==> config.mk <==
export PLATFORM = sky130hd
export DESIGN_NAME = cdb_arbiter
export DESIGN_NICKNAME = d
export VERILOG_FILES = /design/src/rtl/cdb_arbiter.sv
export SDC_FILE = /design/constraint.sdc
export NUM_CORES = 1
export LEC_CHECK = 0
export CAP_MARGIN = 0
export CORE_ASPECT_RATIO = 1.1
export CORE_MARGIN = 5
export CORE_UTILIZATION = 55
export DETAILED_ROUTE_END_ITERATION = 6
export PLACE_DENSITY = 0.88
export SYNTH_ARGS = -nofsm -noshare
export SYNTH_HDL_FRONTEND = slang
export SYNTH_SLANG_ARGS = --single-unit
==> constraint.sdc <==
create_clock -name clk -period 4.8 [get_ports clk]
set_input_delay 1.2 -clock clk [delete_from_list [all_inputs] [get_ports clk]]
set_output_delay 1.2 -clock clk [all_outputs]
set_load 0.005 [all_outputs]
==> src/rtl/cdb_arbiter.sv <==
// Common data bus arbiter: buffers ALU, branch and memory completions in per-FU
// FIFOs and broadcasts one per cycle, chosen round-robin, as a registered CDB beat.
module cdb_arbiter #(
    parameter int ROB_W  = 5,
    parameter int PREG_W = 7,
    parameter int DATA_W = 32,
    parameter int QDEPTH = 2
) (
    input  logic              clk,
    input  logic              reset,
    input  logic              flush,

    input  logic              alu_valid,
    input  logic [ROB_W-1:0]  alu_rob,
    input  logic [PREG_W-1:0] alu_pd,
    input  logic [DATA_W-1:0] alu_data,
    output logic              alu_ready,

    input  logic              b_valid,
    input  logic [ROB_W-1:0]  b_rob,
    input  logic [PREG_W-1:0] b_pd,
    input  logic [DATA_W-1:0] b_data,
    output logic              b_ready,

    input  logic              mem_valid,
    input  logic [ROB_W-1:0]  mem_rob,
    input  logic [PREG_W-1:0] mem_pd,
    input  logic [DATA_W-1:0] mem_data,
    output logic              mem_ready,

    output logic              cdb_valid,
    output logic [ROB_W-1:0]  cdb_rob,
    output logic [PREG_W-1:0] cdb_pd,
    output logic [DATA_W-1:0] cdb_data,
    output logic              cdb_wen,
    output logic [1:0]        cdb_src
);

    localparam int NFU   = 3;
    localparam int ENT_W = ROB_W + PREG_W + DATA_W;
    localparam int PTR_W = $clog2(QDEPTH);
    localparam int CNT_W = $clog2(QDEPTH + 1);

    // Handshake: a completion transfers at a rising edge where x_valid and x_ready
    // are both high; x_ready depends only on registered occupancy and flush, never
    // on x_valid, and a refused completion must be held by the FU.

    logic [ENT_W-1:0] q_mem  [NFU][QDEPTH];
    logic [PTR_W-1:0] q_head [NFU];
    logic [PTR_W-1:0] q_tail [NFU];
    logic [CNT_W-1:0] q_cnt  [NFU];

    logic [ENT_W-1:0] in_ent [NFU];
    logic [NFU-1:0]   in_valid;
    logic [NFU-1:0]   rdy;
    logic [NFU-1:0]   push;
    logic [NFU-1:0]   pop;
    logic [3:0]       req;

    logic [1:0]       rr_ptr;
    logic [1:0]       win;
    logic [1:0]       cand;
    logic             any_req;
    logic [ENT_W-1:0] head_ent;

    function automatic logic [1:0] next_fu(input logic [1:0] f);
        return (f == 2'd2) ? 2'd0 : f + 2'd1;
    endfunction

    always_comb begin
        in_valid  = {mem_valid, b_valid, alu_valid};
        in_ent[0] = {alu_rob, alu_pd, alu_data};
        in_ent[1] = {b_rob, b_pd, b_data};
        in_ent[2] = {mem_rob, mem_pd, mem_data};
    end

    always_comb begin
        req = 4'd0;
        rdy = '0;
        for (int f = 0; f < NFU; f++) begin
            req[f] = (q_cnt[f] != '0);
            rdy[f] = (q_cnt[f] < CNT_W'(QDEPTH)) && !flush;
        end
    end

    // Search starts at rr_ptr and wraps ALU->BR->MEM; the first non-empty queue wins.
    always_comb begin
        any_req = 1'b0;
        win     = 2'd0;
        cand    = rr_ptr;
        for (int i = 0; i < NFU; i++) begin
            if (!any_req && req[cand]) begin
                any_req = 1'b1;
                win     = cand;
            end
            cand = next_fu(cand);
        end
    end

    always_comb begin
        push     = '0;
        pop      = '0;
        head_ent = '0;
        for (int f = 0; f < NFU; f++) begin
            push[f] = in_valid[f] && rdy[f];
            pop[f]  = any_req && !flush && (win == 2'(f));
            if (win == 2'(f)) begin
                head_ent = q_mem[f][q_head[f]];
            end
        end
    end

    assign alu_ready = rdy[0];
    assign b_ready   = rdy[1];
    assign mem_ready = rdy[2];

    always_ff @(posedge clk) begin
        for (int f = 0; f < NFU; f++) begin
            if (push[f]) begin
                q_mem[f][q_tail[f]] <= in_ent[f];
            end
        end
    end

    always_ff @(posedge clk or posedge reset) begin
        if (reset) begin
            for (int f = 0; f < NFU; f++) begin
                q_head[f] <= '0;
                q_tail[f] <= '0;
                q_cnt[f]  <= '0;
            end
        end else if (flush) begin
            for (int f = 0; f < NFU; f++) begin
                q_head[f] <= '0;
                q_tail[f] <= '0;
                q_cnt[f]  <= '0;
            end
        end else begin
            for (int f = 0; f < NFU; f++) begin
                if (push[f]) begin
                    q_tail[f] <= q_tail[f] + PTR_W'(1);
                end
                if (pop[f]) begin
                    q_head[f] <= q_head[f] + PTR_W'(1);
                end
                case ({push[f], pop[f]})
                    2'b10:   q_cnt[f] <= q_cnt[f] + CNT_W'(1);
                    2'b01:   q_cnt[f] <= q_cnt[f] - CNT_W'(1);
                    default: q_cnt[f] <= q_cnt[f];
                endcase
            end
        end
    end

    // Payload fields keep their last value on idle cycles; only valid/wen drop.
    always_ff @(posedge clk or posedge reset) begin
        if (reset) begin
            cdb_valid <= 1'b0;
            cdb_wen   <= 1'b0;
            cdb_rob   <= '0;
            cdb_pd    <= '0;
            cdb_data  <= '0;
            cdb_src   <= 2'd0;
            rr_ptr    <= 2'd0;
        end else if (flush) begin
            cdb_valid <= 1'b0;
            cdb_wen   <= 1'b0;
            rr_ptr    <= 2'd0;
        end else if (any_req) begin
            cdb_valid <= 1'b1;
            cdb_rob   <= head_ent[ENT_W-1 -: ROB_W];
            cdb_pd    <= head_ent[DATA_W +: PREG_W];
            cdb_data  <= head_ent[DATA_W-1:0];
            cdb_wen   <= (head_ent[DATA_W +: PREG_W] != '0);
            cdb_src   <= win;
            rr_ptr    <= next_fu(win);
        end else begin
            cdb_valid <= 1'b0;
            cdb_wen   <= 1'b0;
        end
    end

endmodule

Yosys cells after proc, flatten, opt, wreduce, memory -nomap -nowiden
Memory sizes are Yosys's and may differ from the RTL's.
Index checks and enable logic that the tools add are counted.
Storage, ports and cells
  bits in registers: 62
  bits in writable memories: 264
  output and inout port bits: 51
  memories kept: 1
  logic and storage cells: 155
Operators by class
  equal/unequal tests: 10
  reductions and logical operators: 34
  magnitude comparators: 15
  $add $sub $neg: 15
  bitwise operators: 7
  mux-type cells: 57
Memory list
  q_mem: words 3, width 88, rd ports 3, clocked after memory_dff 0, write ports 3, RTL line 48  | logic [ENT_W-1:0] q_mem [NFU][QDEPTH];
Operators with widths (number)
  44-bit two-way mux: 15
  88-bit two-way mux: 3
  44-bit demux with 1-bit select: 3
  2-bit nonzero test: 10
  1-bit two-way mux: 19
  2-bit two-way mux: 8
  1-bit logical AND: 15
  2-bit by 1-bit adder with 2-bit output, second input constant: 6
  2-bit == test, second input constant: 6
  2-bit greater-or-equal comparator, second input constant: 6
  1-bit NOT with 2-bit output: 6
  2-bit one-hot mux with 2 select lines: 3
  2-bit by 3-bit less-than comparator with 1-bit output, second input constant: 3
  3-bit nonzero test: 3
  2-bit by 1-bit == test with 1-bit output, second input constant: 4
  7-bit nonzero test: 1
  1-bit adder, second input constant: 6
  1-bit binary-select mux with 2-bit select: 3
  2-bit by 1-bit less-than comparator with 1-bit output, second input constant: 3
  2-bit less-than comparator, second input constant: 3
  3-bit two-way mux: 2
  6-bit two-way mux: 1
  2-bit by 1-bit subtractor with 2-bit output, second input constant: 3
  1-bit logical NOT: 3
  other kinds (3): 3

Logic depth before layout (Yosys ltp)
  depth after elaboration: 17
  mapped depth: 8

Worst setup path after synthesis
OpenSTA, ideal clock, no wires.
  kind: input -> register
  start: input port flush
  end: memory q_mem[0][220] (netlist bit), enable pin
  cell stages on the path: 4
  library setup time: 0.445 ns
  path slack: 0.859 ns
  data required time: 4.355 ns
  data arrival time: 3.496 ns
  cell sequence: clkbuf_1 nor2_1 nand2_1 nor2_1
RTL lines
  start: declaration: RTL line 11  | input logic flush,
  end: declaration: RTL line 48

Worst setup path in the final report
  start: input port flush
  end: output port alu_ready
On the way
  longest elaborated chain between the ends: 2
Ends and longest elaborated chain
  1-bit logical NOT: RTL line 82  | rdy[f] = (q_cnt[f] < CNT_W'(QDEPTH)) && !flush;
  1-bit logical AND: RTL line 82
  end: declaration: RTL line 17  | output logic alu_ready,
Every way passes these cells.

==> run metrics <==
reg2reg end cdb_data[14]; final setup fails 0; period utilisation layout a little over four fifths; Syn Nets roughly 950; Die Footprint 26,300 um^2; hold endpoint cdb_data[8]; DRC viols 0; pre-CTS setup slack ~0.84 ns; nets about 1,100; status finished, final reports clean; routability cong. around 0.8; gr usage total a little over a fifth; register area share after synthesis between 70 and 80%; first-pass GRT wire length between 40,000 and 50,000 um; adder-cell area share of the yosys netlist 0%; hpwl dp approximately 19,000 um; clock tree from TritonCTS built; Worst R2R Setup Slack roughly 2.0 ns; syn_area_per_cell approximately 16 um^2; routed vias/inst roughly 5.6; router iterations before antenna repair 5; Initial Utilization a little under three fifths; port bufs approximately 190; largest net degree at the start of global routing 98; area share of the largest cell type after synthesis 62.2%; CORE AREA between 20,000 and 25,000 um^2; Final Instance Count excl. Fillers between 1,000 and 1,500; area occupied by multi-input gates just over 3000 um^2; Synth Area in Compound Gates 4.79%; crit end category output port; Max stage delay on crit path 0.72 ns; Ports about 190; simple-gate portion of the synthesized area ~4.6%; fmax roughly 0.25 GHz; vias in the first global route roughly 8,000; CTS root buf clkbuf_16; CP max FO 18; die height between 150 and 200 um; area grow syn2layout 25.3%; remaining global-route overflow 0; post-route cell area 16,000 um^2; crit-path cells clkdlybuf4s50_1 > nor2_1 > clkdlybuf4s50_1; CTS max path bufs 3; initial antenna violation count 4; Yosys reg bits 326; Post-Synth XOR/XNOR Area less than 1%; slowest library cell on the worst path clkdlybuf4s50_1; worst setup margin between 0.8 and 0.9 ns; Setup Total Neg Slack 0 ns; # hold bufs at CTS 0; Area after DPL about 15,000 um^2; mux share of post-synthesis cell area between 10% and 20%; post_cts resized 0; Post-CTS Setup Repair Bufs 0; Register Area roughly 9500 um^2; filler cell count 1,509; Ys Warns 0; Yosys top cell by area edfxtp_1; cell total after placement around 1,300; top post-synthesis cells by area edfxtp_1 (62%), mux2i_1 (14%), dfrtp_1 (12%); Mapped Cells 811; PD cells roughly 530 nW/um^2; hold_sp cdb_data[8]; CP Launch Type input pin; most frequent cell on the critical path clkdlybuf4s50_1; Leak Pwr between 5 and 6 nW; Slew HR approximately 30%; drt wl/cell 21.7 um; commonest cells after routing, fill and taps aside edfxtp_1 (264), clkdlybuf4s50_1 (188), mux2i_1 (173); Slew @ Worst Pin 1.05 ns; largest family of logic cells by synthesized area multiplexers; Clk Latency, worst-skew pair about 0.55 ns; Site Rows between 50 and 60; clock skew approximately 0.012 ns; R2R cell count 6; most common cell after layout, fill and taps aside edfxtp_1; Synth cell types between 40 and 50; crit path DAT roughly 2.8 ns; layout cells sized above 1 ~7.3%; Worst R2R Start rr_ptr[0]; CTS Buf Count 31; Tmin final approximately 4 ns; Die W around 160 um; VDD IR max between 0.0003 and 0.0004 V; CP bufs+invs 2; max cap viols 0; Crit path required time 3.60 ns; CTS clk-pin slew, worst paths around 0.06 ns; Final Max Slew Viols 0; antenna-violating nets left 0; drt total wl roughly 29,000 um; hold path cells 2; H-tree level count 1; Crit path max-delay family buffers and inverters; clk sink count 326; vias 7,415; hold violation count in the final report 0; Cell Area, Synth 12,800 um^2; DRT iter0 DRCs roughly 540; RSZ-0062 raised after global routing no; min-delay worst type reg -> reg; kind of critical path in -> out
[through the flow]
step / power, mW / hold WS, ns / util, %
after detailed placement: 6.22 / 0.475 / 65.6
after global routing: 8.92 / 0.528 / 69.9
after global placement: 6.13 / 0.468 / 65.6
final: 8.52 / 0.487 / 69.9
after CTS: 8.58 / 0.489 / 69.9
after floorplan: 5.22 / 0.473 / -
[worst max path at each step]
stage          start            end  cells past startpoint  slack (ns)
2_1_floorplan  flush  q_mem[0][220]                      4        0.86
3_3_place_gp   flush      alu_ready                      3        0.84
3_5_place_dp   flush      alu_ready                      3        0.84
4_1_cts        flush      alu_ready                      3        0.84
5_1_grt        flush      alu_ready                      3        0.70
6_report       flush      alu_ready                      3        0.80
[report_power, final]
part	switching [mW]	leakage, nW	internal (mW)
sequential	0.375	3.20	3.46
combinational	1.18	2.06	1.15
clock	1.00	0.481	1.35
total	2.56	5.74	5.97
[cell families after synthesis]
kind of cell | count (synthesis)
AO/OA/AOI/OAI | 111
XOR/XNOR | 10
buffers and inverters | 48
flip-flops | 326
multiplexers | 175
AND/OR/NAND/NOR | 141
[Yosys cell counts]
cell type	number
edfxtp_1	264
mux2i_1	173
nor2_1	64
dfrtp_1	62
nand2_1	53
a21oi_1	45
o21ai_1	45
buf_2	25
clkbuf_1	15
xnor2_1	6
nor2b_1	5
a31oi_1	4
xor2_1	4
a22oi_1	3
and3_1	3
inv_1	3
nand2b_1	3
nand3_1	3
a21o_1	2
buf_6	2
mux2_2	2
nor3_1	2
nor4_1	2
o21ai_0	2
o22ai_1	2
a211oi_1	1
a221o_1	1
a41oi_2	1
buf_1	1
buf_4	1
inv_2	1
nand3_2	1
nand3b_1	1
nor3b_1	1
o2111ai_1	1
o21a_1	1
o21bai_1	1
o221ai_1	1
o2bb2ai_1	1
or2_0	1
or2_1	1
or2_2	1
[state kept, by name, summed over array words and instances (netlist names)]
signal,count
q_head,3
q_cnt,6
cdb_src,2
q_tail,3
cdb_rob,5
q_mem,264
cdb_valid,1
rr_ptr,2
cdb_wen,1
cdb_pd,7
cdb_data,32
[routing by layer]
| metal | part of all wire, % | vias up | GRT usage (%) |
|---|---|---|---|
| met2 | 51 | 324 | 38.0 |
| met3 | 8.5 | 55 | 4.64 |
| met4 | 3.2 | 4 | 7.69 |
| met5 | 0.10 | - | 0 |
| li1 | - | 3409 | - |
| met1 | 37 | 3623 | 26.1 |
[layout make-up]
class	instances	share of cell area (%)
timing repair buffer	200	12.6
tap	300	2.35
sequential	326	59.4
multi-input combinational	437	19.4
clock inverter	18	1.07
clock buffer	40	5.07
antenna	2	0.0313
inverter	4	0.0940
[worst reg2reg max path: cells and delay by family (launching register included)]
family / cells / cell delay [ns]
AOI/OAI and AO/OA: 3 / 0.93
buffers and inverters: 1 / 0.69
DFF: 1 / 0.42
muxes: 1 / 0.46
and+or+nand+nor: 1 / 0.21
No activity file was read; power rests on OpenSTA's default activity.
